==> config.mk <==
export PLATFORM = sky130hd
export DESIGN_NAME = me_result_formatter
export DESIGN_NICKNAME = d
export VERILOG_FILES = /design/src/rtl/me_pkg.sv /design/src/rtl/bin2bcd_seq.sv /design/src/rtl/me_result_formatter.sv
export SDC_FILE = /design/constraint.sdc
export NUM_CORES = 1
export LEC_CHECK = 0
export ABC_AREA = 1
export CAP_MARGIN = 20
export CORE_UTILIZATION = 49
export CTS_CLUSTER_DIAMETER = 200
export DETAILED_ROUTE_END_ITERATION = 10
export GPL_ROUTABILITY_DRIVEN = 0
export PLACE_DENSITY = 0.78
export SYNTH_ARGS = -nofsm -noshare
export SYNTH_HDL_FRONTEND = slang
export SYNTH_SLANG_ARGS = --single-unit
==> constraint.sdc <==
create_clock -name clk -period 2.45 [get_ports clk]
set_clock_uncertainty 0.1 [all_clocks]
set_input_delay 0.6125 -clock clk [delete_from_list [all_inputs] [get_ports clk]]
set_output_delay 0.6125 -clock clk [all_outputs]
set_load 0.005 [all_outputs]
==> src/rtl/me_pkg.sv <==
// me_pkg: shared sizing helpers and formatter state encodings for the motion-estimation datapath
package me_pkg;

    localparam logic [1:0] IDLE = 2'd0;
    localparam logic [1:0] DIV  = 2'd1;
    localparam logic [1:0] BCD  = 2'd2;
    localparam logic [1:0] DONE = 2'd3;

    function automatic int calc_n(input int tb_length, input int sw_length);
        return sw_length - tb_length + 1;
    endfunction

    function automatic int calc_cnt_width(input int n);
        return $clog2(n * n);
    endfunction

    function automatic int calc_sad_width(input int tb_length, input int pe_out_width);
        return $clog2(tb_length ** 2) + pe_out_width;
    endfunction

    function automatic int calc_mv_width(input int n);
        return $clog2(n) + 1;
    endfunction

    // ceil(w*log10(2)) in fixed point
    function automatic int calc_bcd_digits(input int w);
        return (w * 30103 + 99999) / 100000;
    endfunction

endpackage

==> src/rtl/bin2bcd_seq.sv <==
// bin2bcd_seq: sequential double-dabble, one shift per cycle for W cycles after start
module bin2bcd_seq
    import me_pkg::*;
#(
    parameter int W = 16,
    localparam int D = calc_bcd_digits(W)
) (
    input  logic           clk,
    input  logic           rst_n,
    input  logic           clr,
    input  logic           start,
    input  logic [W-1:0]   bin,
    output logic           done,
    output logic [4*D-1:0] bcd
);

    logic [W+4*D-1:0]     work, adj;
    logic [$clog2(W)-1:0] cnt;
    logic                 run;

    always_comb begin
        adj = work;
        for (int i = 0; i < D; i++)
            if (work[W+4*i +: 4] >= 4'd5) adj[W+4*i +: 4] = work[W+4*i +: 4] + 4'd3;
    end

    assign done = run && cnt == $bits(cnt)'(W - 1);
    assign bcd  = work[W +: 4*D];

    always_ff @(posedge clk or negedge rst_n) begin
        if (!rst_n) begin
            work <= '0;
            cnt  <= '0;
            run  <= 1'b0;
        end else if (clr) begin
            run  <= 1'b0;
        end else if (start) begin
            work <= {{(4*D){1'b0}}, bin};
            cnt  <= '0;
            run  <= 1'b1;
        end else if (run) begin
            work <= adj << 1;
            cnt  <= cnt + 1'b1;
            run  <= !done;
        end
    end

endmodule

==> src/rtl/me_result_formatter.sv <==
// me_result_formatter: turns me_top best-match index/SAD into a centred signed motion vector and packed BCD,
// held stable for the display until the next search or a clear
module me_result_formatter
    import me_pkg::*;
#(
    parameter int TB_LENGTH    = 16,
    parameter int SW_LENGTH    = 64,
    parameter int PE_OUT_WIDTH = 8,
    localparam int N          = calc_n(TB_LENGTH, SW_LENGTH),
    localparam int CNT_WIDTH  = calc_cnt_width(N),
    localparam int SAD_WIDTH  = calc_sad_width(TB_LENGTH, PE_OUT_WIDTH),
    localparam int MV_WIDTH   = calc_mv_width(N),
    localparam int BCD_DIGITS = calc_bcd_digits(SAD_WIDTH)
) (
    input  logic                       clk,
    input  logic                       rst_n,
    input  logic                       ack,
    input  logic [CNT_WIDTH-1:0]       min_cnt,
    input  logic [SAD_WIDTH-1:0]       min_sad,
    input  logic                       clr,
    output logic signed [MV_WIDTH-1:0] mv_x,
    output logic signed [MV_WIDTH-1:0] mv_y,
    output logic [4*BCD_DIGITS-1:0]    sad_bcd,
    output logic                       busy,
    output logic                       valid,
    output logic                       err
);

    localparam logic [CNT_WIDTH-1:0] NC    = CNT_WIDTH'(N);
    localparam logic [CNT_WIDTH-1:0] LIMIT = CNT_WIDTH'(N * N);
    localparam logic [MV_WIDTH-1:0]  HALF  = MV_WIDTH'((N - 1) / 2);

    logic [1:0]                  state;
    logic                        ack_d;
    logic [CNT_WIDTH-1:0]        rem;
    logic [MV_WIDTH-1:0]         q;
    logic [SAD_WIDTH-1:0]        sad;
    logic [4*BCD_DIGITS-1:0]     bcd;
    logic                        bcd_start, bcd_done, trigger;

    assign trigger   = ack && !ack_d;
    assign bcd_start = state == DIV && rem < NC;

    bin2bcd_seq #(.W(SAD_WIDTH)) u_bcd (
        .clk   (clk),
        .rst_n (rst_n),
        .clr   (clr),
        .start (bcd_start),
        .bin   (sad),
        .done  (bcd_done),
        .bcd   (bcd)
    );

    always_ff @(posedge clk or negedge rst_n) begin
        if (!rst_n) begin
            state   <= IDLE;
            ack_d   <= 1'b0;
            rem     <= '0;
            q       <= '0;
            sad     <= '0;
            mv_x    <= '0;
            mv_y    <= '0;
            sad_bcd <= '0;
            busy    <= 1'b0;
            valid   <= 1'b0;
            err     <= 1'b0;
        end else begin
            ack_d <= ack;
            if (clr) begin
                state   <= IDLE;
                mv_x    <= '0;
                mv_y    <= '0;
                sad_bcd <= '0;
                busy    <= 1'b0;
                valid   <= 1'b0;
                err     <= 1'b0;
            end else begin
                case (state)
                    IDLE: if (trigger) begin
                        rem   <= min_cnt;
                        sad   <= min_sad;
                        q     <= '0;
                        busy  <= 1'b1;
                        valid <= 1'b0;
                        if (min_cnt >= LIMIT) begin
                            err     <= 1'b1;
                            mv_x    <= '0;
                            mv_y    <= '0;
                            sad_bcd <= '0;
                            state   <= DONE;
                        end else begin
                            err   <= 1'b0;
                            state <= DIV;
                        end
                    end
                    DIV: if (rem >= NC) begin
                        rem <= rem - NC;
                        q   <= q + 1'b1;
                    end else begin
                        state <= BCD;
                    end
                    BCD: if (bcd_done) state <= DONE;
                    DONE: begin
                        // an out-of-range index keeps the zeros cleared at capture
                        if (!err) begin
                            mv_x    <= rem[MV_WIDTH-1:0] - HALF;
                            mv_y    <= q - HALF;
                            sad_bcd <= bcd;
                        end
                        busy  <= 1'b0;
                        valid <= 1'b1;
                        state <= IDLE;
                    end
                endcase
            end
        end
    end

endmodule

**After elaboration in Yosys (flattened, before gate mapping)**

Cells that the tools add are included.

- Bitwise gates (word level): 1
- $lt $le $gt $ge: 8
- Reduce and logical (&&, ||, !) cells: 18
- Eq/ne operators: 11
- Multiplexer cells: 47
- $add $sub $neg: 10

Operators with widths:

| kind | number |
|---|---|
| two-way mux 20 bit | 4 |
| two-way mux 36 bit | 2 |
| two-way mux 7 bit | 8 |
| case mux 7 bit (2 select lines) | 3 |
| case mux 20 bit (2 select lines) | 1 |
| two-way mux 12 bit | 2 |
| two-way mux 4 bit | 6 |
| case mux 12 bit (2 select lines) | 1 |
| >= comparator 4 x 3 -> 1 bit (second input constant) | 5 |
| adder 4 x 2 -> 4 bit (second input constant) | 4 |
| subtractor 7 x 5 -> 7 bit (second input constant) | 2 |
| >= comparator 12 bit (second input constant) | 1 |
| >= comparator 12 x 6 -> 1 bit (second input constant) | 1 |
| less-than comparator 12 x 6 -> 1 bit (second input constant) | 1 |
| != test 3 bit (second input constant) | 4 |
| subtractor 12 x 6 -> 12 bit (second input constant) | 1 |
| two-way mux 1 bit | 11 |
| two-way mux 2 bit | 5 |
| case mux 2 bit (4 select lines) | 1 |
| AND reduction 4 bit | 2 |
| nonzero test 2 bit | 4 |
| adder 7 x 1 -> 7 bit (second input constant) | 1 |
| AND reduction 2 bit | 3 |
| AND reduction 3 bit | 2 |
| 15 further kinds | 20 |

- Bits in registers: 116
- Word-level logic and storage cells: 109
- Output and inout bits: 37

**Longest topological paths before layout**

Gate-level depths: netlist (run 1).

- Depth after elaboration: 6
- Gate-level depth with buffers: 11

**Modules after synthesis**

From an unflattened synthesis (run 1), not the netlist that was laid out.

- Cell total of the unflattened synthesis: 748
- Area total of the unflattened synthesis: 6048.3 µm²

By module, submodules not included:

| module | area each (µm²) | times used | cells an instance |
|---|---|---|---|
| me_result_formatter | 3783.6 | 1 | 456 |
| bin2bcd_seq | 2264.7 | 1 | 292 |

**Least setup slack after synthesis (run 1)**

No wires, ideal clock.

- Path type: input port to flip-flop
- Start point: input clr
- End point: register mv_y[0]
- Path slack: 601 ps
- Cell stages on the path: 9
- Arrival: 1630 ps
- Cell sequence: buf_4 -> inv_2 -> nand3_1 -> o31ai_2 -> a21oi_4 -> nand2_2 -> buf_2 -> nand2_1 -> nand2_1

- Word-level cells in the longest chain between the ends: 2
- Elaborated cells on any way between the ends: 6
- Those cells by class: eq/ne: 3; mux: 1; reduce/logical: 2

RTL lines:

| element | RTL line | text |
|---|---|---|
| start: declaration | me_result_formatter.sv:20 | `input logic clr,` |
| != test 3 bit (no source line) or nonzero test 3 bit (tied branches) | n/a |  |
| AND reduction 4 bit (no source line) | n/a |  |
| end signal: assignment | me_result_formatter.sv:107 | `mv_y <= q - HALF;` |
| end: declaration | me_result_formatter.sv:22 | `output logic signed [MV_WIDTH-1:0] mv_y,` |

Several ways; a longest one is shown, not always the timed one.
A chain may end at the register's enable or synchronous reset.

**Worst setup path after layout (run 1)**

- Start point: register err
- End point: output err

RTL lines:

| element | RTL line | text |
|---|---|---|
| start: declaration | me_result_formatter.sv:26 | `output logic err` |
| start signal: assignment | me_result_formatter.sv:66 | `err <= 1'b0;` |
| start signal: assignment | me_result_formatter.sv:76 | `err <= 1'b0;` |
| start signal: assignment | me_result_formatter.sv:86 | `err <= 1'b1;` |

No word-level cell between the ends.

==> metrics, run 1 <==
Power Density=1130 mW/mm^2; Die ar.=0.0131 mm^2; final core utilization=64.2%; Synth cell types=38; IO Pins=69; yosys warns=0; synthesis-stage register bit count=116; Nets=929; CP max stage cell=clkdlybuf4s50_1; max_slew headroom=58.3%; RSZ-0062 raised after global routing=false; PortBufs=68; Root Driver=clkbuf_16; slowest stage delay, CP=0.53 ns; 1st-pass router iterations=5; reg2reg path depth=8; CP Max Fanout=3; clk slew on worst S/H paths=0.05 ns; Worst setup EP type=primary output; drt total wl=13900 um; critical path type=flip-flop to primary output; Fin. Hold Viols=0; Initial Util=50.8%; R2R Path Start=rem[0]$_DFFE_PN0P_; die width=114 um; hold bufs inserted after CTS=0; Layout fillers=1023; max-cap violation count=0; FP Rows=40; R2R Setup Slk=0.44 ns; Core ar.=0.0122 mm^2; LEAKAGE=3.91 nW; Slew Limit Fails=0; Synth Net Count=853; CTS H-tree lvls=4; Reg-to-Reg End=u_bcd.work[26]$_DFFE_PN0P_; Largest delay share family, worst path=buffers and inverters; synthesized area per cell=7.72 um^2; CP Launch Type=flip-flop; total grt overflow=0; DR vias/cell=5.07; min cycle time layout=2.07 ns; Period Utilization, post-route=84.5%; post-DP HPWL=9080 um; share of cells above drive strength 1=9.80%; DR DRC count=0; CP Data Required Time=1.74 ns; total CTS buffers=17; Clock Sinks=116; P&R area growth vs syn=26.4%; peak supply drop=0.553 mV; post-DR wirelength/cell=13.2 um; pin count of the biggest net entering global routing=47; hold crit path type=primary input to asynchronous set/reset pin; worst endpoint data arrival time=1.36 ns; clock latency on the worst-skew pair=0.42 ns; CP Buf/Inv Count=1; total number of vias=5359; vias in the first global route=5113; Clock Path Buffers=2; Antenna Nets Post-Route=0; DR iter-0 viols=362; initial antenna violation count=0; total negative setup slack=0 ns; Peak Freq=483 MHz; status=finished, final reports clean; CTS tree=yes; critical path, cell by cell=clkdlybuf4s50_1; first-pass GRT wire length=24100 um; Die Span Y=114 um; Least-Margin Pin Slew=0.626 ns; Antenna Cells=0; setup violators final=0; GRT Total Usage=23.8%; Cell Area, Synth=0.00618 mm^2; sequential share of the synthesized area=47.0%; synthesized instance count=800
==> cell usage after synthesis, drive strengths merged <==
cell | number | area (um^2)
nand3 | 86 | 430
nand2 | 269 | 1040
clkbuf | 10 | 37.5
clkinv | 1 | 3.75
nand3b | 4 | 30.0
ha | 21 | 263
nor2 | 56 | 220
nor3 | 2 | 21.3
a22o | 1 | 8.76
xor2 | 7 | 61.3
o21ai | 86 | 445
dfrtp | 116 | 2900
o31ai | 2 | 20.0
and2 | 1 | 6.26
inv | 78 | 293
o211ai | 3 | 22.5
nand4 | 4 | 40.0
a21boi | 1 | 7.51
a211oi | 1 | 7.51
buf | 24 | 143
a31oi | 1 | 6.26
xnor2 | 4 | 35.0
or2 | 4 | 25.0
a21oi | 12 | 71.3
o22ai | 6 | 37.5
==> sequential cells by signal, indices dropped and copies added (netlist names), 2 cells and up <==
signal,cells
mv_x,7
mv_y,7
q,7
rem,12
sad,16
sad_bcd,20
state,2
u_bcd.cnt,4
u_bcd.work,36
==> stage by stage <==
step           hold WS (ns)  cell area, um^2  power, mW  setup slack [ns]  cells
2_1_floorplan         0.217             6180       5.20             0.601    800
3_3_place_gp          0.354             7160       6.05             0.135   1024
3_5_place_dp          0.358             7160       6.15             0.121   1024
4_1_cts               0.121             7790       8.85             0.173   1055
5_1_grt               0.151             7800       9.51             0.209   1056
6_report             0.0973             7800       8.83             0.380   1056
==> power breakdown <==
part | switching, mW | total (mW) | internal (mW) | leakage, nW
registers | 0.441 | 2.98 | 2.54 | 1.48
logic | 1.98 | 3.23 | 1.25 | 2.11
clock network | 0.858 | 2.62 | 1.77 | 0.312
==> timing repair <==
| item | in CTS | in global routing |
|---|---|---|
| gates resized for setup | 0 | 1 |
| buffers inserted | 0 | 1 |
| endpoints found under the setup margin | 0 | 13 |
==> placed cells by master (no fill, tap or decap), drive strengths merged <==
cell,n
nand4,4
a21oi,12
xnor2,4
a21boi,1
nand3,86
xor2,7
clkdlybuf4s50,67
nand2,269
clkbuf,21
nor3,2
clkinv,7
a211oi,1
inv,78
a22o,1
nor2,56
ha,21
bufinv,4
o211ai,3
a31oi,1
o31ai,2
buf,24
nand3b,4
o22ai,6
dfrtp,116
and2,1
o21ai,86
or2,4
==> worst max-delay path by stage <==
stage / startpoint / end / slack [ns] / depth (start not counted)
floorplan: clr / mv_y[0]$_DFFE_PN0P_ / 0.60 / 9
global placement: clr / busy$_DFFE_PN0P_ / 0.13 / 6
detailed placement: ack / mv_y[6]$_DFFE_PN0P_ / 0.12 / 9
CTS: rem[0]$_DFFE_PN0P_ / u_bcd.work[33]$_DFFE_PN0P_ / 0.17 / 10
global route: rem[0]$_DFFE_PN0P_ / u_bcd.work[13]$_DFFE_PN0P_ / 0.21 / 11
finish: err$_DFFE_PN0P_ / err / 0.38 / 1
==> per-layer routing <==
metal	share of wire (%)	vias to the layer above	global-route usage [%]
li1	-	2712	-
met1	48	2483	32.6
met2	46	141	36.7
met3	4.6	23	4.92
met4	1.7	0	10.4
met5	0	-	0
==> cell type report <==
type | count | area [um^2] | area share (%)
sequential | 116 | 2900 | 37.2
multi-input combinational | 571 | 2810 | 36.0
clock inverter | 10 | 154 | 1.97
timing repair buffer | 91 | 963 | 12.3
inverter | 79 | 297 | 3.80
tap | 168 | 210 | 2.69
clock buffer | 21 | 470 | 6.03
==> logic make-up (layout without fill, tap and decap cells) <==
kind of cell	Yosys count	after routing	synth area share, %
XOR/XNOR	11	11	1.56
AND/OR/NAND/NOR	426	426	29.3
adder cells (fa/ha/maj)	21	21	4.25
buffers and inverters	113	201	7.72
AO/OA/AOI/OAI	113	113	10.2
flip-flops	116	116	47.0
No activity file was read; power rests on OpenSTA's default activity.
==> inputs of run 2 (changes only) <==
--- a/config.mk
+++ b/config.mk
@@ -11,7 +11,7 @@
 export CTS_CLUSTER_DIAMETER = 200
 export DETAILED_ROUTE_END_ITERATION = 10
 export GPL_ROUTABILITY_DRIVEN = 0
-export PLACE_DENSITY = 0.78
+export PLACE_DENSITY = 0.81
 export SYNTH_ARGS = -nofsm -noshare
 export SYNTH_HDL_FRONTEND = slang
 export SYNTH_SLANG_ARGS = --single-unit
==> constraint.sdc (replaced) <==
create_clock -name clk -period 1.7 [get_ports clk]
set_clock_uncertainty 0.1 [all_clocks]
set_input_delay 0.425 -clock clk [delete_from_list [all_inputs] [get_ports clk]]
set_output_delay 0.425 -clock clk [all_outputs]
set_load 0.005 [all_outputs]
==> run 2 against run 1 <==
  * Register-to-register slack got worse by 0.70 ns
  * Via count rose by 33%
  * Non-clock buffer count rose by 103
  * Wire length rose by 76%
  * First-iteration DRC count rose to 2.6 times the previous value
  * Flip-flop and latch count did not move
  * Sequential power rose by 51%
  * Setup slack got worse by 0.64 ns
  * Largest power group unchanged
  * Combinational power rose by 150%
  * The run now ends with setup timing left
  * Critical path type is now flip-flop to flip-flop
  * Die area did not move
  * Cell count rose by 11%
==> metrics, run 2 (synthesis results as in run 1) <==
Core ar.=0.0122 mm^2 (unchanged); Worst setup EP type=flip-flop (was primary output); first-pass GRT wire length=31900 um (was 24100 um); GR peak layer=met2 (unchanged); P&R area growth vs syn=58.0% (was 26.4%); hold slack final=0.364 ns (was 0.0973 ns); CTS H-tree lvls=4 (unchanged); CP Launch Type=flip-flop (unchanged); post-DP HPWL=9590 um (was 9080 um); met2 usage=51.6% (was 36.7%); Clock Sinks=116 (unchanged); commonest non-fill, non-tap cell in the layout=nand2_1 (unchanged); max-cap violation count=0 (unchanged); violated checks=setup timing; total number of vias=7142 (was 5359); clock latency on the worst-skew pair=0.43 ns (was 0.42 ns); share of cells above drive strength 1=35.5% (was 9.80%); Layout fillers=677 (was 1023); slowest stage delay, CP=0.39 ns (was 0.53 ns); Clock Path Buffers=2 (unchanged); Antenna Cells=0 (unchanged); total grt overflow=0 (unchanged); max reg flops=36 (unchanged); PortBufs=68 (unchanged); CP Data Required Time=1.93 ns (was 1.74 ns); met3 Use GR=8.42% (was 4.92%); most frequent cells in the layout=nand2_1 (163), dfrtp_1 (113), nand3_1 (80), buf_4 (80), nand2_2 (75) (was nand2_1 (262), dfrtp_1 (116), nand3_1 (86)); Fin. Hold Viols=0 (unchanged); LEAKAGE=5.01 nW (was 3.91 nW); Die Span Y=114 um (unchanged); setup violators final=110 (was 0); met1 Resource Use GR=38.1% (was 32.6%); min cycle time layout=1.96 ns; Antenna Nets Post-Route=0 (unchanged); DR vias/cell=6.08 (was 5.07); max_slew headroom=70.6% (was 58.3%); status=finished with violations (was finished, final reports clean); clk slew on worst S/H paths=0.07 ns (was 0.05 ns); die width=114 um (unchanged); Period Utilization, post-route=115%; CP Max Fanout=7 (was 3); Root Driver=clkbuf_16 (unchanged); fin worst setup slack=-0.256 ns (was 0.380 ns); Least-Margin Pin Slew=0.436 ns (was 0.626 ns); DR iter-0 viols=947 (was 362); IO Pins=69 (unchanged); critical path type=flip-flop to flip-flop (was flip-flop to primary output); final core utilization=80.2% (was 64.2%); Die ar.=0.0131 mm^2 (unchanged); critical path, cell by cell=inv_2 > buf_12 > ha_4 > nand2_4 > nand2_4 > nand4_4 > inv_8 > nand2_8 > nand2_4 > nand2_1 > o21ai_1 (was clkdlybuf4s50_1); post-DR wirelength/cell=20.9 um (was 13.2 um); Power Density=1660 mW/mm^2 (was 1130 mW/mm^2); pin count of the biggest net entering global routing=37 (was 47); GRT Total Usage=31.7% (was 23.8%); total power draw=16.1 mW (was 8.83 mW); DR DRC count=0 (unchanged); hold crit path type=primary input to asynchronous set/reset pin (unchanged); total CTS buffers=17 (unchanged); area of the multi-input gates=0.00373 mm^2 (was 0.00281 mm^2); 1st-pass router iterations=6 (was 5); drt total wl=24600 um (was 13900 um); total negative setup slack=-19.14 ns (was 0 ns); worst endpoint data arrival time=2.18 ns (was 1.36 ns); RSZ-0062 raised after global routing=true (was false); Initial Util=50.8% (unchanged); vias in the first global route=6521 (was 5113); Peak Freq=511 MHz; largest reg by FF count=u_bcd.work (unchanged); most used cell, CP=nand2_4; Storage cell area=0.00291 mm^2 (was 0.00290 mm^2); biggest regs=u_bcd.work x36, sad_bcd x20, sad x16 (unchanged); FP Rows=40 (unchanged); CTS tree=yes (unchanged); Nets=1046 (was 929); initial antenna violation count=0 (unchanged); CP max stage cell=dfrtp_1 (was clkdlybuf4s50_1); peak supply drop=1.03 mV (was 0.553 mV); Slew Limit Fails=0 (unchanged)
[run 2: changes by cell type in the layout (fill, tap and decap cells not counted), moves of 28 or more]
cell,previous run,this run
nand2_2,5,75
dlygate4sd2_1,0,37
clkdlybuf4s50_1,67,30
nand2_1,262,163
o21ai_0,61,23
buf_4,15,80
nand2_4,1,29
[run 2: final timing paths]
kind / from / end / slack, ns / depth (start not counted)
max: rem[1]$_DFFE_PN0P_ / u_bcd.work[11]$_DFFE_PN0P_ / -0.26 / 11
min reg2reg: sad[8]$_DFFE_PN0P_ / sad[8]$_DFFE_PN0P_ / 0.37 / 2
min: rst_n / rem[5]$_DFFE_PN0P_ / 0.36 / 2
max reg2reg: rem[1]$_DFFE_PN0P_ / u_bcd.work[11]$_DFFE_PN0P_ / -0.26 / 11
min in group clk: sad[8]$_DFFE_PN0P_ / sad[8]$_DFFE_PN0P_ / 0.37 / 2
max in group asynchronous: rst_n / sad_bcd[13]$_DFFE_PN0P_ / 0.60 / 3
[run 2: cell type report]
| cell class | count | share of cell area, % |
|---|---|---|
| clock inverters | 10 | 1.09 |
| flip-flops and latches | 116 | 29.8 |
| well taps | 168 | 2.15 |
| clock buffers | 22 | 4.76 |
| inverters | 79 | 3.18 |
| repair buffers | 194 | 20.7 |
| repair inverters | 1 | 0.0770 |
| multi-input cells | 584 | 38.3 |
[run 2: routing by layer]
| layer | part of all wire, % | up-vias |
|---|---|---|
| met2 | 49 | 589 |
| met1 | 34 | 3383 |
| met3 | 9.5 | 190 |
| li1 | - | 2980 |
| met4 | 6.8 | 0 |
| met5 | 0 | - |
[run 2: metrics by stage]
| stage | setup slack (ns) | std cells | instance area, um^2 |
|---|---|---|---|
| after floorplan | -0.00292 | 800 | 6260 |
| after global placement | -0.456 | 1065 | 7520 |
| after detailed placement | -0.495 | 1065 | 7520 |
| after CTS | -0.125 | 1152 | 9000 |
| after global routing | -0.326 | 1174 | 9760 |
| final | -0.256 | 1174 | 9760 |
[run 2: power breakdown]
part / internal [mW] / switching (mW)
registers: 3.66 / 0.839
logic: 3.28 / 4.79
clock network: 2.22 / 1.36
[run 2: timing repair]
| action | CTS | global route |
|---|---|---|
| cloned | 15 | 11 |
| endpoints found under the hold margin | 22 | 0 |
| gates resized for setup | 170 | 148 |
| pin swaps | 23 | 29 |
| buffers inserted | 39 | 12 |
| setup endpoints to repair | 136 | 112 |
| hold buffers | 1 | 0 |
[run 2: critical path: cells and delay by family (launching register included)]
family / cells / cell delay, ns
simple gates: 6 / 0.70
buf+inv: 3 / 0.40
flops: 1 / 0.39
fa+ha+maj: 1 / 0.14
compound gates: 1 / 0.11
